File: config.mk
export PLATFORM = sky130hd
export DESIGN_NAME = alu_seq
export DESIGN_NICKNAME = d
export VERILOG_FILES = /design/src/rtl/alu_pkg.sv /design/src/rtl/alu_muldiv_iter.sv /design/src/rtl/alu_seq.sv
export SDC_FILE = /design/constraint.sdc
export NUM_CORES = 1
export LEC_CHECK = 0
export CAP_MARGIN = 5
export CORE_MARGIN = 2
export CORE_UTILIZATION = 30
export CTS_CLUSTER_DIAMETER = 100
export DETAILED_ROUTE_END_ITERATION = 8
export GPL_TIMING_DRIVEN = 0
export PLACE_DENSITY = 0.53
export SLEW_MARGIN = 20
export SYNTH_ARGS = -nofsm -noshare
export SYNTH_HDL_FRONTEND = slang
export SYNTH_SLANG_ARGS = --single-unit
export TNS_END_PERCENT = 1
File: constraint.sdc
create_clock -name clk -period 6.5 [get_ports clk]
set_clock_uncertainty 0.15 [all_clocks]
set_input_delay 0.65 -clock clk [delete_from_list [all_inputs] [get_ports clk]]
set_output_delay 0.65 -clock clk [all_outputs]
set_load 0.02 [all_outputs]
File: src/rtl/alu_pkg.sv
`default_nettype none
// ============================================================================
// Module      : alu_pkg
// Description : Shared opcode and FSM state encodings for the sequential ALU.
//               Opcode map is unchanged from the 8-bit combinational ALU.
// Revision    : 1.0 - initial release
// ============================================================================
package alu_pkg;

    typedef enum logic [2:0] {
        OP_ADD = 3'b000,
        OP_SUB = 3'b001,
        OP_MUL = 3'b010,
        OP_DIV = 3'b011,
        OP_SHL = 3'b100,
        OP_SHR = 3'b101,
        OP_OR  = 3'b110,
        OP_AND = 3'b111
    } op_e;

    typedef enum logic [1:0] {
        IDLE = 2'd0,
        BUSY = 2'd1,
        DONE = 2'd2
    } state_e;

endpackage
`default_nettype wire

File: src/rtl/alu_muldiv_iter.sv
`default_nettype none
// ============================================================================
// Module      : alu_muldiv_iter
// Description : Iterative unsigned shift-add multiplier / restoring divider.
//               One step per cycle for WIDTH cycles after start.
//               lo/hi present the result of the step taken on the current
//               cycle, so the caller can register the final result on the
//               same edge that performs the last step (done=1).
// Ports       : clk, rst    - clock, synchronous active-high reset
//               start       - load operands and begin WIDTH steps
//               is_div      - 1: divide, 0: multiply (sampled at start)
//               a, b        - operands (sampled at start)
//               done        - high during the cycle of the final step
//               lo, hi      - product low/high, or quotient/remainder
// Revision    : 1.0 - initial release
// ============================================================================
module alu_muldiv_iter #(
    parameter int WIDTH = 8,
    parameter int CNT_W = $clog2(WIDTH + 1)
) (
    input  logic             clk,
    input  logic             rst,
    input  logic             start,
    input  logic             is_div,
    input  logic [WIDTH-1:0] a,
    input  logic [WIDTH-1:0] b,
    output logic             done,
    output logic [WIDTH-1:0] lo,
    output logic [WIDTH-1:0] hi
);
    import alu_pkg::*;

    localparam logic [CNT_W-1:0] C_CNT_INIT = CNT_W'(WIDTH);
    localparam logic [CNT_W-1:0] C_CNT_ONE  = CNT_W'(1);

    logic [CNT_W-1:0] r_cnt;
    logic             r_div;
    logic [WIDTH-1:0] r_lo;   // multiplier bits / dividend shifting into quotient
    logic [WIDTH-1:0] r_hi;   // partial product / partial remainder
    logic [WIDTH-1:0] r_b;

    logic [WIDTH:0]   w_sum;
    logic [WIDTH:0]   w_rem;
    logic             w_ge;
    logic [WIDTH-1:0] w_lo;
    logic [WIDTH-1:0] w_hi;

    always_comb begin
        // Multiply: conditionally add b, then shift the whole {hi,lo} right.
        w_sum = {1'b0, r_hi} + (r_lo[0] ? {1'b0, r_b} : '0);
        // Divide: shift next dividend bit into the remainder and try subtract.
        w_rem = {r_hi, r_lo[WIDTH-1]};
        w_ge  = (w_rem >= {1'b0, r_b});
        if (r_div) begin
            // Remainder after a successful subtract is < b, so WIDTH bits suffice.
            w_hi = w_ge ? (w_rem[WIDTH-1:0] - r_b) : w_rem[WIDTH-1:0];
            w_lo = {r_lo[WIDTH-2:0], w_ge};
        end else begin
            w_hi = w_sum[WIDTH:1];
            w_lo = {w_sum[0], r_lo[WIDTH-1:1]};
        end
    end

    always_ff @(posedge clk) begin
        if (rst) begin
            r_cnt <= '0;
            r_div <= 1'b0;
            r_lo  <= '0;
            r_hi  <= '0;
            r_b   <= '0;
        end else if (start) begin
            r_cnt <= C_CNT_INIT;
            r_div <= is_div;
            r_lo  <= a;
            r_hi  <= '0;
            r_b   <= b;
        end else if (r_cnt != '0) begin
            r_cnt <= r_cnt - C_CNT_ONE;
            r_lo  <= w_lo;
            r_hi  <= w_hi;
        end
    end

    assign done = (r_cnt == C_CNT_ONE);
    assign lo   = w_lo;
    assign hi   = w_hi;

endmodule
`default_nettype wire

File: src/rtl/alu_seq.sv
`default_nettype none
// ============================================================================
// Module      : alu_seq
// Description : Handshaked WIDTH-bit ALU. Single-cycle add/sub/shift/logic,
//               iterative mul (full product) and div (quotient+remainder),
//               registered status flags. One operation in flight.
// Ports       : clk, rst             - clock, synchronous active-high reset
//               in_valid, in_ready   - request handshake (ready only in IDLE)
//               a, b, sel            - operands and opcode
//               out_valid, out_ready - result handshake
//               y, y_hi              - result / product high or remainder
//               flag_z/c/v/dz        - zero, carry/borrow, mul overflow,
//                                      divide-by-zero
// Revision    : 1.0 - initial release
// ============================================================================
module alu_seq #(
    parameter int WIDTH = 8,
    parameter int CNT_W = $clog2(WIDTH + 1)
) (
    input  logic             clk,
    input  logic             rst,
    input  logic             in_valid,
    output logic             in_ready,
    input  logic [WIDTH-1:0] a,
    input  logic [WIDTH-1:0] b,
    input  logic [2:0]       sel,
    output logic             out_valid,
    input  logic             out_ready,
    output logic [WIDTH-1:0] y,
    output logic [WIDTH-1:0] y_hi,
    output logic             flag_z,
    output logic             flag_c,
    output logic             flag_v,
    output logic             flag_dz
);
    import alu_pkg::*;

    localparam logic [WIDTH-1:0] C_WIDTH_VAL = WIDTH'(WIDTH);

    state_e           r_state;
    logic             r_in_ready;
    logic             r_out_valid;
    logic             r_is_mul;
    logic [WIDTH-1:0] r_y;
    logic [WIDTH-1:0] r_y_hi;
    logic             r_z;
    logic             r_c;
    logic             r_v;
    logic             r_dz;

    logic             w_accept;
    logic             w_start;
    logic [WIDTH:0]   w_sum;
    logic [WIDTH-1:0] w_y;
    logic [WIDTH-1:0] w_y_hi;
    logic             w_c;
    logic             w_dz;
    logic             w_md_done;
    logic [WIDTH-1:0] w_md_lo;
    logic [WIDTH-1:0] w_md_hi;

    assign w_accept = in_valid && r_in_ready;
    // Divide by zero short-circuits to the single-cycle path.
    assign w_start  = w_accept && ((sel == OP_MUL) || ((sel == OP_DIV) && (b != '0)));

    // Single-cycle datapath, evaluated on the operands present at accept.
    always_comb begin
        w_sum  = {1'b0, a} + {1'b0, b};
        w_y    = '0;
        w_y_hi = '0;
        w_c    = 1'b0;
        w_dz   = 1'b0;
        case (sel)
            OP_ADD: begin
                w_y = w_sum[WIDTH-1:0];
                w_c = w_sum[WIDTH];
            end
            OP_SUB: begin
                w_y = a - b;
                w_c = (a < b);
            end
            OP_DIV: begin
                w_y    = '1;
                w_y_hi = a;
                w_dz   = (b == '0);
            end
            OP_SHL:  w_y = (b >= C_WIDTH_VAL) ? '0 : (a << b);
            OP_SHR:  w_y = (b >= C_WIDTH_VAL) ? '0 : (a >> b);
            OP_OR:   w_y = a | b;
            OP_AND:  w_y = a & b;
            default: w_y = '0;
        endcase
    end

    alu_muldiv_iter #(
        .WIDTH (WIDTH),
        .CNT_W (CNT_W)
    ) u_muldiv (
        .clk    (clk),
        .rst    (rst),
        .start  (w_start),
        .is_div (sel == OP_DIV),
        .a      (a),
        .b      (b),
        .done   (w_md_done),
        .lo     (w_md_lo),
        .hi     (w_md_hi)
    );

    always_ff @(posedge clk) begin
        if (rst) begin
            r_state     <= IDLE;
            r_in_ready  <= 1'b1;
            r_out_valid <= 1'b0;
            r_is_mul    <= 1'b0;
            r_y         <= '0;
            r_y_hi      <= '0;
            r_z         <= 1'b0;
            r_c         <= 1'b0;
            r_v         <= 1'b0;
            r_dz        <= 1'b0;
        end else begin
            case (r_state)
                IDLE: begin
                    if (w_accept) begin
                        r_in_ready <= 1'b0;
                        r_is_mul   <= (sel == OP_MUL);
                        if (w_start) begin
                            r_state <= BUSY;
                        end else begin
                            r_state     <= DONE;
                            r_out_valid <= 1'b1;
                            r_y         <= w_y;
                            r_y_hi      <= w_y_hi;
                            r_z         <= (w_y == '0);
                            r_c         <= w_c;
                            r_v         <= 1'b0;
                            r_dz        <= w_dz;
                        end
                    end
                end
                BUSY: begin
                    // Final step's result is taken straight from the iterator.
                    if (w_md_done) begin
                        r_state     <= DONE;
                        r_out_valid <= 1'b1;
                        r_y         <= w_md_lo;
                        r_y_hi      <= w_md_hi;
                        r_z         <= (w_md_lo == '0);
                        r_c         <= 1'b0;
                        r_v         <= r_is_mul && (w_md_hi != '0);
                        r_dz        <= 1'b0;
                    end
                end
                DONE: begin
                    if (out_ready) begin
                        r_state     <= IDLE;
                        r_out_valid <= 1'b0;
                        r_in_ready  <= 1'b1;
                    end
                end
                default: begin
                    r_state     <= IDLE;
                    r_out_valid <= 1'b0;
                    r_in_ready  <= 1'b1;
                end
            endcase
        end
    end

    assign in_ready  = r_in_ready;
    assign out_valid = r_out_valid;
    assign y         = r_y;
    assign y_hi      = r_y_hi;
    assign flag_z    = r_z;
    assign flag_c    = r_c;
    assign flag_v    = r_v;
    assign flag_dz   = r_dz;

endmodule
`default_nettype wire

==> impl_metrics.csv <==
group,metric,value,unit
run_status,status,"completed",
power_and_ir_drop,p_sw_frac,0.4415,
critical_path,critical_path.endpoint_type,"flop",
power_and_ir_drop,power_consumption,1.533,mW
clock_network,clock-root-buffer,"sky130_fd_sc_hd__clkbuf_16",
clock_network,cts_inserted_buffers,5,
route,drtAntennaViolNets,0,
clock_network,depth_of_the_cts_h_tree,2,
route,number_of_vias_after_detailed_routing,5048,
global_route,number_of_antenna_violations_at_the_first_check_in_global_routing,0,
final_layout,num_antenna_cells,0,
final_layout,nNetsFinal,762,
final_layout,postLayoutCoreUtil,0.3615,
logic_synthesis,synth_area_per_cell,7.650,µm²
critical_path,worst-setup-path-type,"input port to flop",
power_and_ir_drop,p_int,0.8564,mW
clock_network,cts_tree,"yes",
hold_path,timing.hold.worst.class,"flop to flop",
floorplan,row_count,46,
timing,achievable-frequency,234.0,MHz
power_and_ir_drop,total_switching_power,0.6769,mW
power_and_ir_drop,vdd_ir_drop_max,0.1122,mV
timing,slew_viol_final,0,
final_layout,fillerInstances,1716,
timing,hold_viol,0,
power_and_ir_drop,combPwrFrac,0.527,
clock_network,clock_path_buffers,2,
logic_synthesis,synth.ff_latch_count,54,
logic_synthesis,total_standard_cell_area_after_synthesis,0.004896,mm²
clock_network,cts.sink_count,54,
critical_path,cp_max_fo,10,
power_and_ir_drop,power_leakage,2.216,nW
floorplan,core_area,0.01594,mm²
timing,setup_viol,0,
global_route,grt_start_max_net_pins,17,
global_route,number_of_global_route_vias_before_repair,4886,
place,gp_congestion,0.9746,
floorplan,io_pins,45,
timing,final.period_utilization,0.6573,
place,place.detailed.hpwl,13.51,mm
logic_synthesis,synth.net_count,711,
clock_network,postcts_setup_bufs,0,
route,vias_per_cell,5.559,
timing,finalWorstSetupSlack,2.227,ns
logic_synthesis,postSynthCellCount,640,
route,detail_route.iter0.violations,345,
place,pre_cts_slack,1.950,ns
logic_synthesis,share_of_the_yosys_chip_area_belonging_to_registers,0.2208,
global_route,grt_overflow,0,
timing,worst_pin_slew,0.8801,ns
timing,post-route-min-period,4.273,ns
logic_synthesis,synth_enable_flop_cells,0,
route,drt_wl_total,16.91,mm
floorplan,die_w,131.8,µm
logic_synthesis,synth_async_sr_flop_share,0,
timing,slew-limit-headroom,0.4058,
route,final_routed_wire_length_divided_by_cell_count,18.62,µm
critical_path,timing.critical_path.from_type,"input port",
power_and_ir_drop,clock_power_share,0.183,
timing,tns,0,ns
global_route,first_pass_grt_wire_length,26.82,mm
timing,timing.hold.ws,0.3104,ns
floorplan,floorplan.initialDensity,0.3071,
clock_network,gates_resized_cts_repair,0,
flow_run,cap_violations,0,
place,place.port_buffers,44,
route,first_pass_iters,5,
critical_path,worstPathArrival,4.33,ns
logic_synthesis,dominantRegCellSynth,"sky130_fd_sc_hd__dfxtp_1",
clock_network,cts_hold_buffers,0,
final_layout,area_growth_syn_to_layout,17.71,%
floorplan,dieArea,0.01736,mm²
clock_network,clock_insertion_delay_worst_skew,0.30,ns
final_layout,layout-drive-gt1-share,0.06647,
clock_network,cts.clk_slew.worst_paths,0.07,ns
power_and_ir_drop,seqPwrFrac,0.290,
timing,unrepaired_setup_endpoints_after_global_routing,"no",
critical_path,crit_required,6.55,ns
global_route,grt.total_usage,0.1933,
power_and_ir_drop,power.density,266.1,mW/mm²
floorplan,die_height,131.8,µm
logic_synthesis,synthDistinctLibCells,75,
route,drt_drc_violations_left,0,
logic_synthesis,yosysWarnings,0,
[synthesized netlist by cell type (all sizes together), types with 3 or more instances]
cell	n	area [µm²]
o41ai	3	33.79
dfxtp	54	1081
nor3	17	85.08
inv	40	150.1
nand3b	3	22.52
fa	4	80.08
mux2i	15	150.1
a22oi	4	30.03
a31oi	15	93.84
xor2	3	26.28
or4	3	30.03
o221ai	9	85.08
or2	3	18.77
and2	12	75.07
nor2b	11	68.82
a211oi	16	125.1
xnor2	5	43.79
mux4	6	135.1
a311oi	3	32.53
a211o	7	61.31
nand2	79	296.5
nor4	3	25.02
o211ai	7	52.55
nor2	54	212.7
a2111oi	4	35.03
o21ai	28	140.1
o21a	3	22.52
o311ai	3	33.79
a21oi	54	277.8
nand4	6	37.54
buf	12	62.56
or3	11	68.82
nand3	18	90.09
and3	4	25.02
ha	44	550.5
nand2b	9	56.30
mux2	4	45.04
clkbuf	22	82.58
a21o	9	67.56
o31ai	5	37.54
[layout by cell type (no fill, tap or decap), types with 5 or more instances in the layout]
master,Yosys,final
sky130_fd_sc_hd__buf_2,8,8
sky130_fd_sc_hd__nand4_1,6,6
sky130_fd_sc_hd__dfxtp_1,54,54
sky130_fd_sc_hd__clkbuf_1,22,22
sky130_fd_sc_hd__o31ai_1,5,5
sky130_fd_sc_hd__xnor2_1,5,5
sky130_fd_sc_hd__nand2b_1,9,9
sky130_fd_sc_hd__a21oi_1,52,52
sky130_fd_sc_hd__o21ai_0,27,27
sky130_fd_sc_hd__a21o_1,9,9
sky130_fd_sc_hd__and2_1,12,12
sky130_fd_sc_hd__clkdlybuf4s50_1,0,44
sky130_fd_sc_hd__a211oi_1,15,15
sky130_fd_sc_hd__or3_1,11,11
sky130_fd_sc_hd__o221ai_1,8,8
sky130_fd_sc_hd__nor2b_1,11,11
sky130_fd_sc_hd__mux2i_1,15,15
sky130_fd_sc_hd__mux4_2,6,6
sky130_fd_sc_hd__ha_1,44,44
sky130_fd_sc_hd__nand3_1,18,18
sky130_fd_sc_hd__nand2_1,79,79
sky130_fd_sc_hd__inv_1,39,39
sky130_fd_sc_hd__a31oi_1,15,15
sky130_fd_sc_hd__a211o_1,7,7
sky130_fd_sc_hd__nor3_1,17,16
sky130_fd_sc_hd__clkbuf_16,0,5
sky130_fd_sc_hd__o211ai_1,7,7
sky130_fd_sc_hd__nor2_1,52,52
[cell type report]
cell class              instances  area (µm²)  area share
plain buffers                  34       145.1     0.02518
multi-input cells             511        3521      0.6109
clock buffers                   6       138.9     0.02410
repair buffers                 44       440.4     0.07642
flip-flops and latches         54        1081      0.1876
clock inverters                 2       12.51    0.002171
well taps                     216       270.3     0.04690
inverters                      41       153.9     0.02670
[registers in the layout, indices dropped and copies added (netlist names)]
signal and count:
u_muldiv.r_cnt 4, r_is_mul 1, u_muldiv.r_lo 8, flag_c 1, flag_z 1, flag_v 1
u_muldiv.r_div 1, out_valid 1, y 8, u_muldiv.r_b 8, in_ready 1, y_hi 8
r_state 2, flag_dz 1, u_muldiv.r_hi 8
[worst paths after layout]
| kind | slack (ns) | cells past startpoint | start | end |
|---|---|---|---|---|
| worst max-delay path | 2.23 | 12 | b[1] | flag_z |
| worst min-delay path | 0.31 | 2 | flag_dz | flag_dz |
| worst max register to register | 3.32 | 8 | u_muldiv.r_hi[1] | flag_v |
| worst min register to register | 0.31 | 2 | flag_dz | flag_dz |
[power groups by stage]
stage / Clock, mW / Sequential [mW] / Combinational (mW)
6_report: 0.281 / 0.445 / 0.808
5_1_grt: 0.296 / 0.452 / 0.902
4_1_cts: 0.283 / 0.443 / 0.805
3_5_place_dp: 0 / 0.451 / 0.800
3_3_place_gp: 0 / 0.450 / 0.792
2_1_floorplan: 0 / 0.443 / 0.571
[critical path, cell delays in order]
cell,delay [ns]
sky130_fd_sc_hd__clkdlybuf4s50_1,0.66
sky130_fd_sc_hd__buf_2,0.31
sky130_fd_sc_hd__buf_2,0.28
sky130_fd_sc_hd__inv_1,0.15
sky130_fd_sc_hd__ha_1,0.33
sky130_fd_sc_hd__o21ba_2,0.24
sky130_fd_sc_hd__o311ai_2,0.31
sky130_fd_sc_hd__a31oi_1,0.15
sky130_fd_sc_hd__a311oi_2,0.27
sky130_fd_sc_hd__mux2i_1,0.18
sky130_fd_sc_hd__or4_1,0.46
sky130_fd_sc_hd__o41ai_2,0.34
[cell families after synthesis]
family	count (synthesis)	share of synthesized area
and+or+nand+nor	240	0.2395
AOI/OAI and AO/OA	190	0.2681
buffers and inverters	75	0.06108
DFF	54	0.2208
adders and majority gates	48	0.1288
muxes	25	0.06747
xor gates and xnor gates	8	0.01431
[stage by stage]
step,area [µm²],cells
3_3_place_gp,5607,900
5_1_grt,5763,908
4_1_cts,5763,908
2_1_floorplan,4896,640
3_5_place_dp,5612,900
6_report,5763,908
[metal layers]
metal / vias to the layer above / track usage / wire, µm
li1: 2441 / - / -
met3: 28 / 0.02807 / 754
met1: 2429 / 0.2465 / 7315
met5: - / 0 / 0
met4: 0 / 0.06220 / 465
met2: 150 / 0.3362 / 8375
Note: power is estimated with default switching activity, not from simulation.
